File: src/rtl/sptag_alloc_pkg.sv
// Shared widths for the speculative-tag allocator.
package sptag_alloc_pkg;

  localparam int unsigned SPTAG_WIDTH   = 5;
  localparam int unsigned SPDEPTH_WIDTH = $clog2(SPTAG_WIDTH) + 1;

endpackage

File: src/rtl/sptag_alloc_if.sv
// Dispatch/resolve bus between the rename stage and the speculative-tag allocator.
interface sptag_alloc_if
  import sptag_alloc_pkg::*;
#(
  parameter int unsigned DISPATCH_W = 2,
  parameter int unsigned SPTAG_W    = SPTAG_WIDTH
);
  localparam int unsigned DW = $clog2(SPTAG_W) + 1;

  logic                          i_dispatch;
  logic [DISPATCH_W-1:0]         i_valid;
  logic [DISPATCH_W-1:0]         i_is_br;
  logic                          i_prsuc;
  logic                          i_prmiss;
  logic                          o_allocable;
  logic [DISPATCH_W-1:0]         o_inst_sp;
  logic [DISPATCH_W*SPTAG_W-1:0] o_inst_sptag;
  logic [DW-1:0]                 o_spdepth;
  logic [SPTAG_W-1:0]            o_ctag;
  logic [SPTAG_W-1:0]            o_sptag;
  logic                          o_underflow;

  modport master (
    output i_dispatch, i_valid, i_is_br, i_prsuc, i_prmiss,
    input  o_allocable, o_inst_sp, o_inst_sptag, o_spdepth, o_ctag, o_sptag, o_underflow
  );

  modport slave (
    input  i_dispatch, i_valid, i_is_br, i_prsuc, i_prmiss,
    output o_allocable, o_inst_sp, o_inst_sptag, o_spdepth, o_ctag, o_sptag, o_underflow
  );

endinterface

File: src/rtl/sptag_rotn.sv
// One-hot left rotate by a small count (0..MAXN).
module sptag_rotn #(
  parameter int unsigned W    = 5,
  parameter int unsigned MAXN = 2,
  parameter int unsigned NW   = 2
) (
  input  logic [W-1:0]  x_i,
  input  logic [NW-1:0] n_i,
  output logic [W-1:0]  y_o
);

  logic [W-1:0] acc;

  always_comb begin
    acc = x_i;
    for (int unsigned i = 0; i < MAXN; i++) begin
      if (NW'(i) < n_i) acc = {acc[W-2:0], acc[W-1]};
    end
    y_o = acc;
  end

endmodule

File: src/rtl/sptag_alloc.sv
// Assigns one-hot speculative-region tags to dispatched slots and tracks
// outstanding branch depth, committed tag and youngest speculative tag.
module sptag_alloc
  import sptag_alloc_pkg::*;
#(
  parameter int unsigned DISPATCH_W = 2,
  parameter int unsigned SPTAG_W    = SPTAG_WIDTH
) (
  input  logic         clk,
  input  logic         rst,
  sptag_alloc_if.slave bus
);

  localparam int unsigned MAX_DEPTH = SPTAG_W - 1;
  localparam int unsigned DW        = $clog2(SPTAG_W) + 1;
  localparam int unsigned SW        = DW + 1;
  localparam int unsigned NW        = $clog2(DISPATCH_W + 1);

  logic [DW-1:0]      spdepth_q, spdepth_d;
  logic [SPTAG_W-1:0] sptag_q, sptag_d;
  logic [SPTAG_W-1:0] ctag_q, ctag_d;
  logic               underflow_q, underflow_d;

  logic [NW-1:0]      nb_k [DISPATCH_W];
  logic [NW-1:0]      nb_all;
  logic [SPTAG_W-1:0] slot_tag [DISPATCH_W];
  logic [SPTAG_W-1:0] sptag_adv;
  logic [SPTAG_W-1:0] ctag_rot;
  logic [SW-1:0]      need_c;
  logic               allocable_c;
  logic               fire_c;

  // Running count of older branches in the group (prefix sum).
  always_comb begin
    logic [NW-1:0] acc;
    acc = '0;
    for (int unsigned k = 0; k < DISPATCH_W; k++) begin
      nb_k[k] = acc;
      acc     = acc + NW'(bus.i_valid[k] & bus.i_is_br[k]);
    end
    nb_all = acc;
  end

  for (genvar k = 0; k < DISPATCH_W; k++) begin : g_slot
    sptag_rotn #(.W(SPTAG_W), .MAXN(DISPATCH_W), .NW(NW)) u_rot (
      .x_i (sptag_q),
      .n_i (nb_k[k]),
      .y_o (slot_tag[k])
    );
  end

  sptag_rotn #(.W(SPTAG_W), .MAXN(DISPATCH_W), .NW(NW)) u_next (
    .x_i (sptag_q),
    .n_i (nb_all),
    .y_o (sptag_adv)
  );

  assign ctag_rot    = {ctag_q[SPTAG_W-2:0], ctag_q[SPTAG_W-1]};
  // A wrapped (negative) sum lands far above MAX_DEPTH and reads as not allocable.
  assign need_c      = SW'(spdepth_q) + SW'(nb_all) - SW'(bus.i_prsuc);
  assign allocable_c = (need_c <= SW'(MAX_DEPTH));
  assign fire_c      = bus.i_dispatch & allocable_c & ~bus.i_prmiss;

  always_comb begin
    for (int unsigned k = 0; k < DISPATCH_W; k++) begin
      bus.o_inst_sptag[k*SPTAG_W +: SPTAG_W] = slot_tag[k];
      bus.o_inst_sp[k] = ((SW'(spdepth_q) + SW'(nb_k[k])) != '0);
    end
  end

  // Misprediction wins over success; resolving with nothing outstanding only flags an error.
  always_comb begin
    spdepth_d   = spdepth_q;
    sptag_d     = sptag_q;
    ctag_d      = ctag_q;
    underflow_d = underflow_q;
    if (bus.i_prmiss) begin
      if (spdepth_q == '0) begin
        underflow_d = 1'b1;
      end else begin
        spdepth_d = '0;
        ctag_d    = ctag_rot;
        sptag_d   = ctag_rot;
      end
    end else if (bus.i_prsuc && (spdepth_q == '0)) begin
      underflow_d = 1'b1;
    end else begin
      if (fire_c) begin
        sptag_d   = sptag_adv;
        spdepth_d = spdepth_d + DW'(nb_all);
      end
      if (bus.i_prsuc) begin
        ctag_d    = ctag_rot;
        spdepth_d = spdepth_d - DW'(1);
      end
    end
  end

  always_ff @(posedge clk) begin
    if (rst) begin
      spdepth_q   <= '0;
      sptag_q     <= SPTAG_W'(1);
      ctag_q      <= SPTAG_W'(1);
      underflow_q <= 1'b0;
    end else begin
      spdepth_q   <= spdepth_d;
      sptag_q     <= sptag_d;
      ctag_q      <= ctag_d;
      underflow_q <= underflow_d;
    end
  end

  assign bus.o_allocable = allocable_c;
  assign bus.o_spdepth   = spdepth_q;
  assign bus.o_ctag      = ctag_q;
  assign bus.o_sptag     = sptag_q;
  assign bus.o_underflow = underflow_q;

endmodule
File: src/flat_wrapper.sv
// flat-port wrapper written by rule: the top's interface ports become plain ports
module sptag_alloc_flat import sptag_alloc_pkg::*;
#(
  parameter int unsigned DISPATCH_W = 2,
  parameter int unsigned SPTAG_W    = SPTAG_WIDTH
)
  (clk, rst, bus_i_dispatch, bus_i_valid, bus_i_is_br, bus_i_prsuc, bus_i_prmiss, bus_o_allocable, bus_o_inst_sp, bus_o_inst_sptag, bus_o_spdepth, bus_o_ctag, bus_o_sptag, bus_o_underflow);
  sptag_alloc_if #(.DISPATCH_W(DISPATCH_W), .SPTAG_W(SPTAG_W)) bus_i ();
  input  logic clk;
  input  logic rst;
  input wire logic [$bits(bus_i.i_dispatch)-1:0] bus_i_dispatch;
  input wire logic [$bits(bus_i.i_valid)-1:0] bus_i_valid;
  input wire logic [$bits(bus_i.i_is_br)-1:0] bus_i_is_br;
  input wire logic [$bits(bus_i.i_prsuc)-1:0] bus_i_prsuc;
  input wire logic [$bits(bus_i.i_prmiss)-1:0] bus_i_prmiss;
  output wire logic [$bits(bus_i.o_allocable)-1:0] bus_o_allocable;
  output wire logic [$bits(bus_i.o_inst_sp)-1:0] bus_o_inst_sp;
  output wire logic [$bits(bus_i.o_inst_sptag)-1:0] bus_o_inst_sptag;
  output wire logic [$bits(bus_i.o_spdepth)-1:0] bus_o_spdepth;
  output wire logic [$bits(bus_i.o_ctag)-1:0] bus_o_ctag;
  output wire logic [$bits(bus_i.o_sptag)-1:0] bus_o_sptag;
  output wire logic [$bits(bus_i.o_underflow)-1:0] bus_o_underflow;
  assign bus_i.i_dispatch = bus_i_dispatch;
  assign bus_i.i_valid = bus_i_valid;
  assign bus_i.i_is_br = bus_i_is_br;
  assign bus_i.i_prsuc = bus_i_prsuc;
  assign bus_i.i_prmiss = bus_i_prmiss;
  assign bus_o_allocable = bus_i.o_allocable;
  assign bus_o_inst_sp = bus_i.o_inst_sp;
  assign bus_o_inst_sptag = bus_i.o_inst_sptag;
  assign bus_o_spdepth = bus_i.o_spdepth;
  assign bus_o_ctag = bus_i.o_ctag;
  assign bus_o_sptag = bus_i.o_sptag;
  assign bus_o_underflow = bus_i.o_underflow;
  sptag_alloc #(.DISPATCH_W(DISPATCH_W), .SPTAG_W(SPTAG_W)) u_core (.clk(clk), .rst(rst), .bus(bus_i));
endmodule
File: config.mk
export PLATFORM = sky130hd
export DESIGN_NAME = sptag_alloc_flat
export DESIGN_NICKNAME = d
export VERILOG_FILES = /design/src/rtl/sptag_alloc_pkg.sv /design/src/rtl/sptag_alloc_if.sv /design/src/rtl/sptag_rotn.sv /design/src/rtl/sptag_alloc.sv /design/src/flat_wrapper.sv
export SDC_FILE = /design/constraint.sdc
export NUM_CORES = 1
export LEC_CHECK = 0
export BUFFER_PORTS_ARGS = -buffer_cell sky130_fd_sc_hd__buf_2
export CAP_MARGIN = 10
export CORE_MARGIN = 2
export CORE_UTILIZATION = 53
export DETAILED_ROUTE_END_ITERATION = 10
export GPL_TIMING_DRIVEN = 0
export PLACE_DENSITY = 0.84
export SYNTH_ARGS = -nofsm -noshare
export SYNTH_HDL_FRONTEND = slang
export SYNTH_SLANG_ARGS = --single-unit
File: constraint.sdc
create_clock -name clk -period 3.4 [get_ports clk]
set_clock_uncertainty 0.1 [all_clocks]
set_input_delay 0.34 -clock clk [delete_from_list [all_inputs] [get_ports clk]]
set_output_delay 0.34 -clock clk [all_outputs]
set_load 0.01 [all_outputs]
==> flow_summary.yaml, run 1 <==
status:
  status: "finished, final reports clean"
logic_synthesis:
  ys_seq_area_share_pct: 20.3
  syn_area_per_cell_um2: 8.04
  synth-edff-count: 0
  synthDistinctLibCells: 45
  ys_ff_latch: 15
  syn_inst: 184
  syn_area_mm2: 0.00148
  async_flop_share_pct: 0
  syn_nets: 209
  yosysWarnings: 0
  synth-main-ff-cell: "dfxtp_1"
pwr:
  seqPwrFrac_pct: 23.9
  p_leak_nw: 0.830
  vdd_drop_max_v: 0.000531
  swShare_pct: 47.5
  power.combinational.fraction_pct: 66.5
  p_per_area_mw_per_mm2: 645
  p_int_mw: 0.583
  p_sw_mw: 0.528
  clkPwrFrac_pct: 9.6
  p_total_mw: 1.11
grt:
  grt_pass1_vias: 1246
  grt_pass1_wl_um: 5570
  grt_use_met1_pct: 32.3
  top_usage_layer: "met1"
  grt_antenna_before_repair: 0
  grt.met3_usage_pct: 1.61
  grtUsageMet2_pct: 30.9
  grt_max_degree: 11
  gr-usage-all-layers_pct: 20.9
  grt-ovfl-total: 0
worst_setup_path:
  arrival_ns: 2.78
  start_kind: "primary input"
  crit_fanout: 7
  rr_endpoint: "u_core.bus.o_spdepth[3]$_SDFFE_PP0P_"
  path_class: "in -> out"
  rrSetupSlack_ns: 0.29
  ff2ff_path_depth: 12
  cp-end-kind: "primary output"
  r2r_start: "u_core.bus.o_spdepth[0]$_SDFFE_PP0P_"
  required_ns: 2.96
drt:
  final_antenna_net_count: 0
  wire_per_inst_um: 12.8
  vias: 1449
  drtIter0Drc: 58
  viasPerCell: 5.70
  drt-pass1-iter-count: 6
  drc: 0
  wl_um: 3260
die:
  die_y_um: 56.8
  initial_core_util_pct: 54.6
  pin_count: 37
  dieArea_mm2: 0.00323
  fp.coreArea_mm2: 0.00271
  num_rows: 19
  die_width_um: 56.8
sta:
  hold_violations: 0
  finalSetupTns_ns: 0
  drv_slew: 0
  min_period_over_period_pct: 94.6
  fin_ws_ns: 0.185
  holdWs_ns: 0.242
  rsz0062_at_grt: "false"
  fmaxAchievable_mhz: 311
  worst_pin_slew_ns: 0.567
  finalSetupViolCount: 0
  max-slew-margin-rel_pct: 62.1
  post-route-min-period_ns: 3.22
placed_design:
  portBuffers: 35
  pre_cts_slack_ns: -0.113
  gp_congestion: 0.899
  hpwl_um: 2550
  placedCellCount: 250
  place_area_mm2: 0.00169
cts:
  htreeDepth: 1
  cts.reportedPaths.clkPinSlew_ns: 0.10
  worst_skew_pair.late_latency_ns: 0.29
  cts-root-buf: "clkbuf_4"
  cts_tree: "yes"
  cts_buffer_depth: 2
  cts_num_sinks: 15
  cts_setup_buffers: 0
  cts_buffers: 3
final_layout:
  layout-drive-gt1-share_pct: 26.0
  fin_area_mm2: 0.00172
  antennaDiodeCount: 0
  post_layout_nonfiller_instances: 254
  num-nets-final: 249
  utilization_pct: 63.5
  area_growth_pct: 16.4
hold_path:
  hold_path.class: "in -> reg"
  hold_path.startpoint: "rst"
  hold_depth: 3
  hold_end: "u_core.bus.o_sptag[0]$_SDFFE_PP1P_"
job:
  drv_cap: 0
worst max-delay path: stages:
cell     delay [ns]
buf_2          0.07
nand2_1        0.17
inv_1          0.14
ha_1           0.27
inv_1          0.07
ha_1           0.33
fa_1           0.51
nor2b_4        0.15
o31ai_4        0.08
xnor2_1        0.40
nor2_1         0.10
buf_2          0.15
layout make-up:
type | instances | area [µm²]
repair buffers | 35 | 175
clock buffers | 3 | 22.5
flip-flops and latches | 15 | 300
well taps | 31 | 38.8
plain buffers | 9 | 60.1
multi-input cells | 145 | 1060
fillers | 254 | 988
inverters | 15 | 56.3
clock inverters | 1 | 5.00
logic make-up (layout without fill, tap and decap cells):
family                   Yosys count  count (layout)  synth area share (%)
AND/OR/NAND/NOR                   70              70                  25.1
AO/OA/AOI/OAI                     41              41                  19.3
buffers and inverters             24              63                  7.87
adder cells (fa/ha/maj)           16              16                  14.6
flip-flops                        15              15                  20.3
multiplexers                      11              11                  8.21
XOR/XNOR                           7               7                  4.65
registers in the layout, indices dropped and copies added, names as in the netlist:
name and flops:
u_core.bus.o_sptag 5, u_core.bus.o_ctag 5, u_core.bus.o_underflow 1, u_core.bus.o_spdepth 4
repair_timing:
action	4_1_cts	5_1_grt
hold buffers	0	0
endpoints found under the setup margin	0	1
resized for setup	0	1
cells in the mapped netlist, types with 2 or more instances:
| cell | n | area [µm²] |
|---|---|---|
| a211oi_1 | 2 | 15.0 |
| a21o_1 | 2 | 15.0 |
| a21oi_1 | 3 | 15.0 |
| a31oi_1 | 8 | 50.1 |
| and2_1 | 2 | 12.5 |
| and3_1 | 2 | 12.5 |
| buf_4 | 5 | 37.5 |
| clkbuf_1 | 3 | 11.3 |
| dfxtp_1 | 15 | 300 |
| fa_1 | 2 | 40.0 |
| ha_1 | 14 | 175 |
| inv_1 | 15 | 56.3 |
| mux2_2 | 5 | 56.3 |
| mux2i_1 | 5 | 50.1 |
| nand2_1 | 11 | 41.3 |
| nand2b_1 | 5 | 31.3 |
| nand3_1 | 6 | 30.0 |
| nand4_1 | 2 | 12.5 |
| nor2_1 | 20 | 75.1 |
| nor2b_1 | 3 | 18.8 |
| nor3_1 | 4 | 20.0 |
| nor3b_1 | 2 | 15.0 |
| nor4_1 | 3 | 18.8 |
| o21ai_0 | 12 | 60.1 |
| o22ai_1 | 5 | 31.3 |
| or3_1 | 5 | 31.3 |
| xnor2_1 | 4 | 35.0 |
| xor2_1 | 2 | 17.5 |
power by group through the flow:
stage          registers, mW  logic, mW  clock network (mW)
4_1_cts                0.265      0.734               0.106
3_5_place_dp           0.269      0.729                   0
5_1_grt                0.274      0.822               0.113
2_1_floorplan          0.275      0.546                   0
6_report               0.266      0.739               0.106
3_3_place_gp           0.268      0.720                   0
worst max path at each step:
stage / from / end
after floorplan: bus_i_valid[0] / u_core.bus.o_spdepth[3]$_SDFFE_PP0P_
after global placement: bus_i_valid[0] / u_core.bus.o_spdepth[3]$_SDFFE_PP0P_
after detailed placement: bus_i_valid[0] / u_core.bus.o_spdepth[3]$_SDFFE_PP0P_
after CTS: bus_i_valid[0] / bus_o_allocable
after global routing: bus_i_valid[0] / bus_o_allocable
final: bus_i_valid[0] / bus_o_allocable
layer usage:
layer | share of wire [%] | wire, µm
met5 | 0 | 0
met4 | 0.65 | 21
met3 | 6.9 | 225
met2 | 44 | 1420
met1 | 49 | 1590
layout by cell type (no fill, tap or decap), types with 2 or more instances in the layout:
master and count:
buf_4 5, nand3_1 6, a21o_1 2, clkbuf_4 3
xor2_1 2, a31oi_1 8, nor3_1 4, nor2b_1 3
inv_1 15, and3_1 2, nor2_1 20, nand4_1 2
and2_1 2, nor4_1 3, fa_1 2, mux2i_1 5
clkbuf_1 3, a211oi_1 2, nand2b_1 5, dfxtp_1 15
a21oi_1 3, ha_1 14, mux2_2 5, buf_2 35
xnor2_1 4, nor3b_1 2, nand2_1 11, or3_1 5
o22ai_1 5, o21ai_0 12
Note: power is estimated with default switching activity, not from simulation.
==> run 2, diff against run 1 <==
Settings changed: CAP_MARGIN 10 to 20.
Clock period 3.4 ns to 3.69 ns, I/O delays scaled along.
==> run 2 against run 1 <==
Setup slack improved by 0.24 ns. Power fell by 8.1%. Largest power group unchanged. Core utilization barely moved. Global-route usage did not move. Hold slack improved by 0.026 ns. Combinational power fell by 8.1%. Sequential cell count did not move. Sequential share of layout area barely moved. Final area barely moved. First-iteration DRC count fell by 5.2%. Critical path depth did not move. Clock power fell by 7%.
==> flow_summary.yaml, run 2 (synthesized netlist as in run 1, its figures left out) <==
status:
  status: "finished, final reports clean"
worst_setup_path:
  required_ns: 3.22
  crit_fanout: 7
  rrSetupSlack_ns: 0.52
  arrival_ns: 2.80
  r2r_start: "u_core.bus.o_spdepth[0]$_SDFFE_PP0P_"
  rr_endpoint: "u_core.bus.o_spdepth[3]$_SDFFE_PP0P_"
  ff2ff_path_depth: 12
  path_class: "in -> out"
  start_kind: "primary input"
  cp-end-kind: "primary output"
final_layout:
  multi_input_area_mm2: 0.00106
  final_common_cell: "buf_2"
  num-nets-final: 249
  utilization_pct: 63.5
  area_growth_pct: 16.3
  regArea_um2: 300
  fillCellCount: 255
  layout-drive-gt1-share_pct: 26.0
  post_layout_nonfiller_instances: 254
  antennaDiodeCount: 0
  most-common-layout-cells: "35 x buf_2, 20 x nor2_1, 15 x inv_1, 15 x dfxtp_1, 14 x ha_1"
sta:
  finalSetupViolCount: 0
  finalSetupTns_ns: 0
  min_period_over_period_pct: 88.5
  worst_pin_slew_ns: 0.544
  drv_slew: 0
  rsz0062_at_grt: "false"
  post-route-min-period_ns: 3.26
  hold_violations: 0
  max-slew-margin-rel_pct: 62.8
  fmaxAchievable_mhz: 306
pwr:
  p_leak_nw: 0.830
  swShare_pct: 47.5
  p_per_area_mw_per_mm2: 594
  p_sw_mw: 0.486
  clkPwrFrac_pct: 9.7
  p_int_mw: 0.536
  vdd_drop_max_v: 0.000489
  seqPwrFrac_pct: 23.9
  power.combinational.fraction_pct: 66.4
die:
  die_width_um: 56.8
  num_rows: 19
  initial_core_util_pct: 54.6
  dieArea_mm2: 0.00323
  die_y_um: 56.8
  pin_count: 37
  fp.coreArea_mm2: 0.00271
cts:
  ctsResizeCount: 0
  cts-root-buf: "clkbuf_4"
  cts_buffer_depth: 2
  holdBufCountCts: 0
  worst_skew_pair.late_latency_ns: 0.29
  cts.reportedPaths.clkPinSlew_ns: 0.10
  htreeDepth: 1
  cts_buffers: 3
  cts_tree: "yes"
  cts_num_sinks: 15
  cts_setup_buffers: 0
placed_design:
  gp_congestion: 0.899
  portBuffers: 35
  placedCellCount: 250
  hpwl_um: 2550
hold_path:
  hold_path.class: "in -> reg"
  hold_path.startpoint: "rst"
  hold_depth: 3
  hold_end: "u_core.bus.o_sptag[0]$_SDFFE_PP1P_"
drt:
  drtIter0Drc: 55
  vias: 1433
  wire_per_inst_um: 12.8
  wl_met1_um: 1610
  viasPerCell: 5.64
  wl_um: 3240
  topRoutingLayerUsed: "met4"
  route.met3.wl_um: 186
  final_antenna_net_count: 0
  drc: 0
  wl_met2_um: 1420
  drt-pass1-iter-count: 6
grt:
  grt_antenna_before_repair: 0
  gr-usage-all-layers_pct: 20.9
  grt_pass1_vias: 1246
  grt-ovfl-total: 0
  grt_pass1_wl_um: 5570
  grt_max_degree: 11
job:
  drv_cap: 0
==> run 2: cell types whose count changed in the layout (fill, tap and decap cells not counted) <==
| cell | delta |
|---|---|
| a2111oi_0 | +1 |
| a2111oi_1 | -1 |
==> run 2: how the worst max path moves through the flow <==
stage / startpoint / end / slack (ns) / depth (start not counted)
finish: bus_i_valid[0] / bus_o_allocable / 0.43 / 12
global route: bus_i_valid[0] / u_core.bus.o_spdepth[3]$_SDFFE_PP0P_ / 0.20 / 15
CTS: bus_i_valid[0] / bus_o_allocable / 0.40 / 12
detailed placement: bus_i_valid[0] / u_core.bus.o_spdepth[3]$_SDFFE_PP0P_ / 0.15 / 13
global placement: bus_i_valid[0] / u_core.bus.o_spdepth[3]$_SDFFE_PP0P_ / 0.23 / 13
floorplan: bus_i_valid[0] / u_core.bus.o_spdepth[3]$_SDFFE_PP0P_ / 0.60 / 12
==> run 2: power groups by stage <==
stage / Combinational [mW] / Sequential [mW] / Clock, mW
after floorplan: 0.503 / 0.253 / 0
after global placement: 0.663 / 0.247 / 0
after detailed placement: 0.672 / 0.248 / 0
after CTS: 0.676 / 0.244 / 0.0978
after global routing: 0.756 / 0.252 / 0.104
final: 0.679 / 0.244 / 0.0989
==> run 2: per-layer routing <==
| metal | global-route usage, % | vias up |
|---|---|---|
| li1 | - | 737 |
| met1 | 32.3 | 645 |
| met2 | 30.9 | 47 |
| met3 | 1.61 | 4 |
| met4 | 5.65 | 0 |
| met5 | 0 | - |
==> run 2: critical path, cell delays in order <==
cell and delay (ns):
buf_2 0.07, nand2_1 0.17, inv_1 0.14, ha_1 0.27, inv_1 0.07, ha_1 0.33, fa_1 0.51, nor2b_4 0.15
o31ai_4 0.08, xnor2_1 0.39, nor2_1 0.09, buf_2 0.15
==> run 2: cell type report <==
type                            instances  share of cell area (%)
Multi-Input combinational cell        145                    61.7
Buffer                                  9                    3.49
Timing Repair Buffer                   35                    10.2
Clock inverter                          1                   0.291
Tap cell                               31                    2.25
Sequential cell                        15                    17.5
Clock buffer                            3                    1.31
Inverter                               15                    3.27
==> run 2: stage by stage <==
step	total power [mW]	cell area, µm²	hold WS (ns)	worst slack, ns
global placement	0.910	1690	0.352	0.230
CTS	1.02	1720	0.269	0.398
floorplan	0.756	1480	0.378	0.605
finish	1.02	1720	0.268	0.425
detailed placement	0.920	1690	0.367	0.148
global route	1.11	1720	0.302	0.204
==> run 3, diff against run 2 <==
Settings changed: CORE_ASPECT_RATIO set to 0.6.
==> run 3 against run 2 <==
Count of clock-buffer cells in the layout increased by 1. Sequential cell count unchanged. Global-route usage increased by 2.4 points. Clock power increased by 37%. Non-clock buffer count unchanged. Via count increased by 1.8%. Die area increased by 0.42%. Highest routed layer unchanged. Critical path depth unchanged. Hold slack improved by 0.045 ns.
==> flow_summary.yaml, run 3 (synthesized netlist as in run 1, its figures left out) <==
cts:
  ctsResizeCount: 0
  cts_num_sinks: 15
  cts-root-buf: "clkbuf_8"
  cts.reportedPaths.clkPinSlew_ns: 0.06
  cts_buffers: 3
  cts_buffer_depth: 2
  holdBufCountCts: 0
  htreeDepth: 1
  cts_tree: "yes"
  worst_skew_pair.late_latency_ns: 0.25
  cts_setup_buffers: 0
pwr:
  p_per_area_mw_per_mm2: 611
  vdd_drop_max_v: 0.000391
  p_leak_nw: 0.835
worst_setup_path:
  crit_slowest_cell: "fa_1"
  cp-end-kind: "primary output"
  startpoint: "bus_i_valid[0]"
  arrival_ns: 2.80
  endpoint: "bus_o_allocable"
  required_ns: 3.22
  path_cells: "buf_2 > nand2_1 > inv_1 > ha_1 > inv_1 > ha_1 > fa_1 > nor2b_4 > o31ai_4 > xnor2_1 > nor2_1 > buf_2"
  cp.buffers_inverters: 4
  rr_endpoint: "u_core.bus.o_spdepth[3]$_SDFFE_PP0P_"
  crit_fanout: 7
  cp_top_family: "adder cells"
  slowest_delay_ns: 0.52
  path_depth: 12
  r2r_start: "u_core.bus.o_spdepth[0]$_SDFFE_PP0P_"
  path_class: "in -> out"
  rrSetupSlack_ns: 0.49
  ff2ff_path_depth: 12
  start_kind: "primary input"
final_layout:
  layout-drive-gt1-share_pct: 25.6
  num-nets-final: 249
  fillCellCount: 220
  final_common_cell: "buf_2"
  most-common-layout-cells: "35 x buf_2, 20 x nor2_1, 15 x inv_1, 15 x dfxtp_1, 14 x ha_1"
  post_layout_nonfiller_instances: 255
  area_growth_pct: 17.6
  antennaDiodeCount: 0
  fin_area_mm2: 0.00174
hold_path:
  hold_path.class: "in -> reg"
  hold_path.startpoint: "rst"
drt:
  vias: 1459
  viasPerCell: 5.72
  wire_per_inst_um: 13.4
  final_antenna_net_count: 0
  drc: 0
  drt-pass1-iter-count: 4
  drtIter0Drc: 116
  wl_um: 3410
grt:
  gr-usage-all-layers_pct: 23.3
  grt_antenna_before_repair: 0
  grt-ovfl-total: 0
  grt_pass1_wl_um: 5800
  grt_max_degree: 11
  grt_pass1_vias: 1212
die:
  dieArea_mm2: 0.00324
  die_width_um: 72.2
  num_rows: 14
  die_y_um: 44.9
  initial_core_util_pct: 57.4
  fp.coreArea_mm2: 0.00257
  pin_count: 37
sta:
  finalSetupTns_ns: 0
  finalSetupViolCount: 0
  holdWs_ns: 0.313
  fin_ws_ns: 0.419
  worst_pin_slew_ns: 0.609
  hold_violations: 0
  drv_slew: 0
  fmaxAchievable_mhz: 306
  min_period_over_period_pct: 88.6
  rsz0062_at_grt: "false"
  post-route-min-period_ns: 3.27
  max-slew-margin-rel_pct: 59.3
placed_design:
  place_area_mm2: 0.00169
  pre_cts_slack_ns: 0.205
  placedCellCount: 251
  gp_congestion: 0.929
  portBuffers: 35
  hpwl_um: 2760
job:
  drv_cap: 0
status:
  status: "finished, final reports clean"
run 3: changes by cell type in the layout (fill, tap and decap cells not counted):
| cell | change |
|---|---|
| clkinv_2 | -1 |
| clkbuf_1 | +1 |
| clkbuf_8 | +3 |
| clkbuf_4 | -3 |
run 3: worst register-to-register path, stage by stage, from the launching register on:
cell	delay [ns]
dfxtp_1	0.49
inv_1	0.09
ha_1	0.30
inv_1	0.06
ha_1	0.20
inv_1	0.07
fa_1	0.45
nor2b_4	0.16
o31ai_4	0.08
xnor2_2	0.29
nand3_1	0.21
a2111oi_0	0.51
a221oi_2	0.07
run 3: layer usage:
layer / track usage [%] / share of wire (%)
met5: 0 / 0
met4: 7.92 / 1.2
met3: 7.81 / 12
met2: 28.3 / 34
met1: 36.7 / 52
run 3: final cells by class:
| type | count | area, µm² | share of cell area, % |
|---|---|---|---|
| multi-input cells | 145 | 1060 | 61.1 |
| flip-flops and latches | 15 | 300 | 17.3 |
| repair buffers | 35 | 175 | 10.1 |
| plain buffers | 9 | 60.1 | 3.45 |
| inverters | 15 | 56.3 | 3.24 |
| clock buffers | 4 | 45.0 | 2.59 |
| well taps | 32 | 40.0 | 2.30 |
run 3: where the power goes:
| part | switching (mW) | leakage, nW | total, mW | internal [mW] |
|---|---|---|---|---|
| logic | 0.382 | 0.689 | 0.683 | 0.301 |
| registers | 0.0488 | 0.123 | 0.245 | 0.196 |
| clock network | 0.0581 | 0.0228 | 0.135 | 0.0767 |
run 3: how the worst min path moves through the flow:
stage	depth (start not counted)	to	slack, ns
floorplan	2	u_core.bus.o_sptag[0]$_SDFFE_PP1P_	0.38
global placement	2	u_core.bus.o_underflow$_SDFFE_PP0P_	0.35
detailed placement	2	u_core.bus.o_underflow$_SDFFE_PP0P_	0.37
CTS	3	u_core.bus.o_sptag[0]$_SDFFE_PP1P_	0.30
global route	3	u_core.bus.o_sptag[0]$_SDFFE_PP1P_	0.31
finish	3	u_core.bus.o_sptag[0]$_SDFFE_PP1P_	0.31
run 3: metrics by stage:
step | power [mW] | util, %
2_1_floorplan | 0.756 | -
3_3_place_gp | 0.915 | 65.8
3_5_place_dp | 0.925 | 65.8
4_1_cts | 1.06 | 67.5
5_1_grt | 1.15 | 67.5
6_report | 1.06 | 67.5
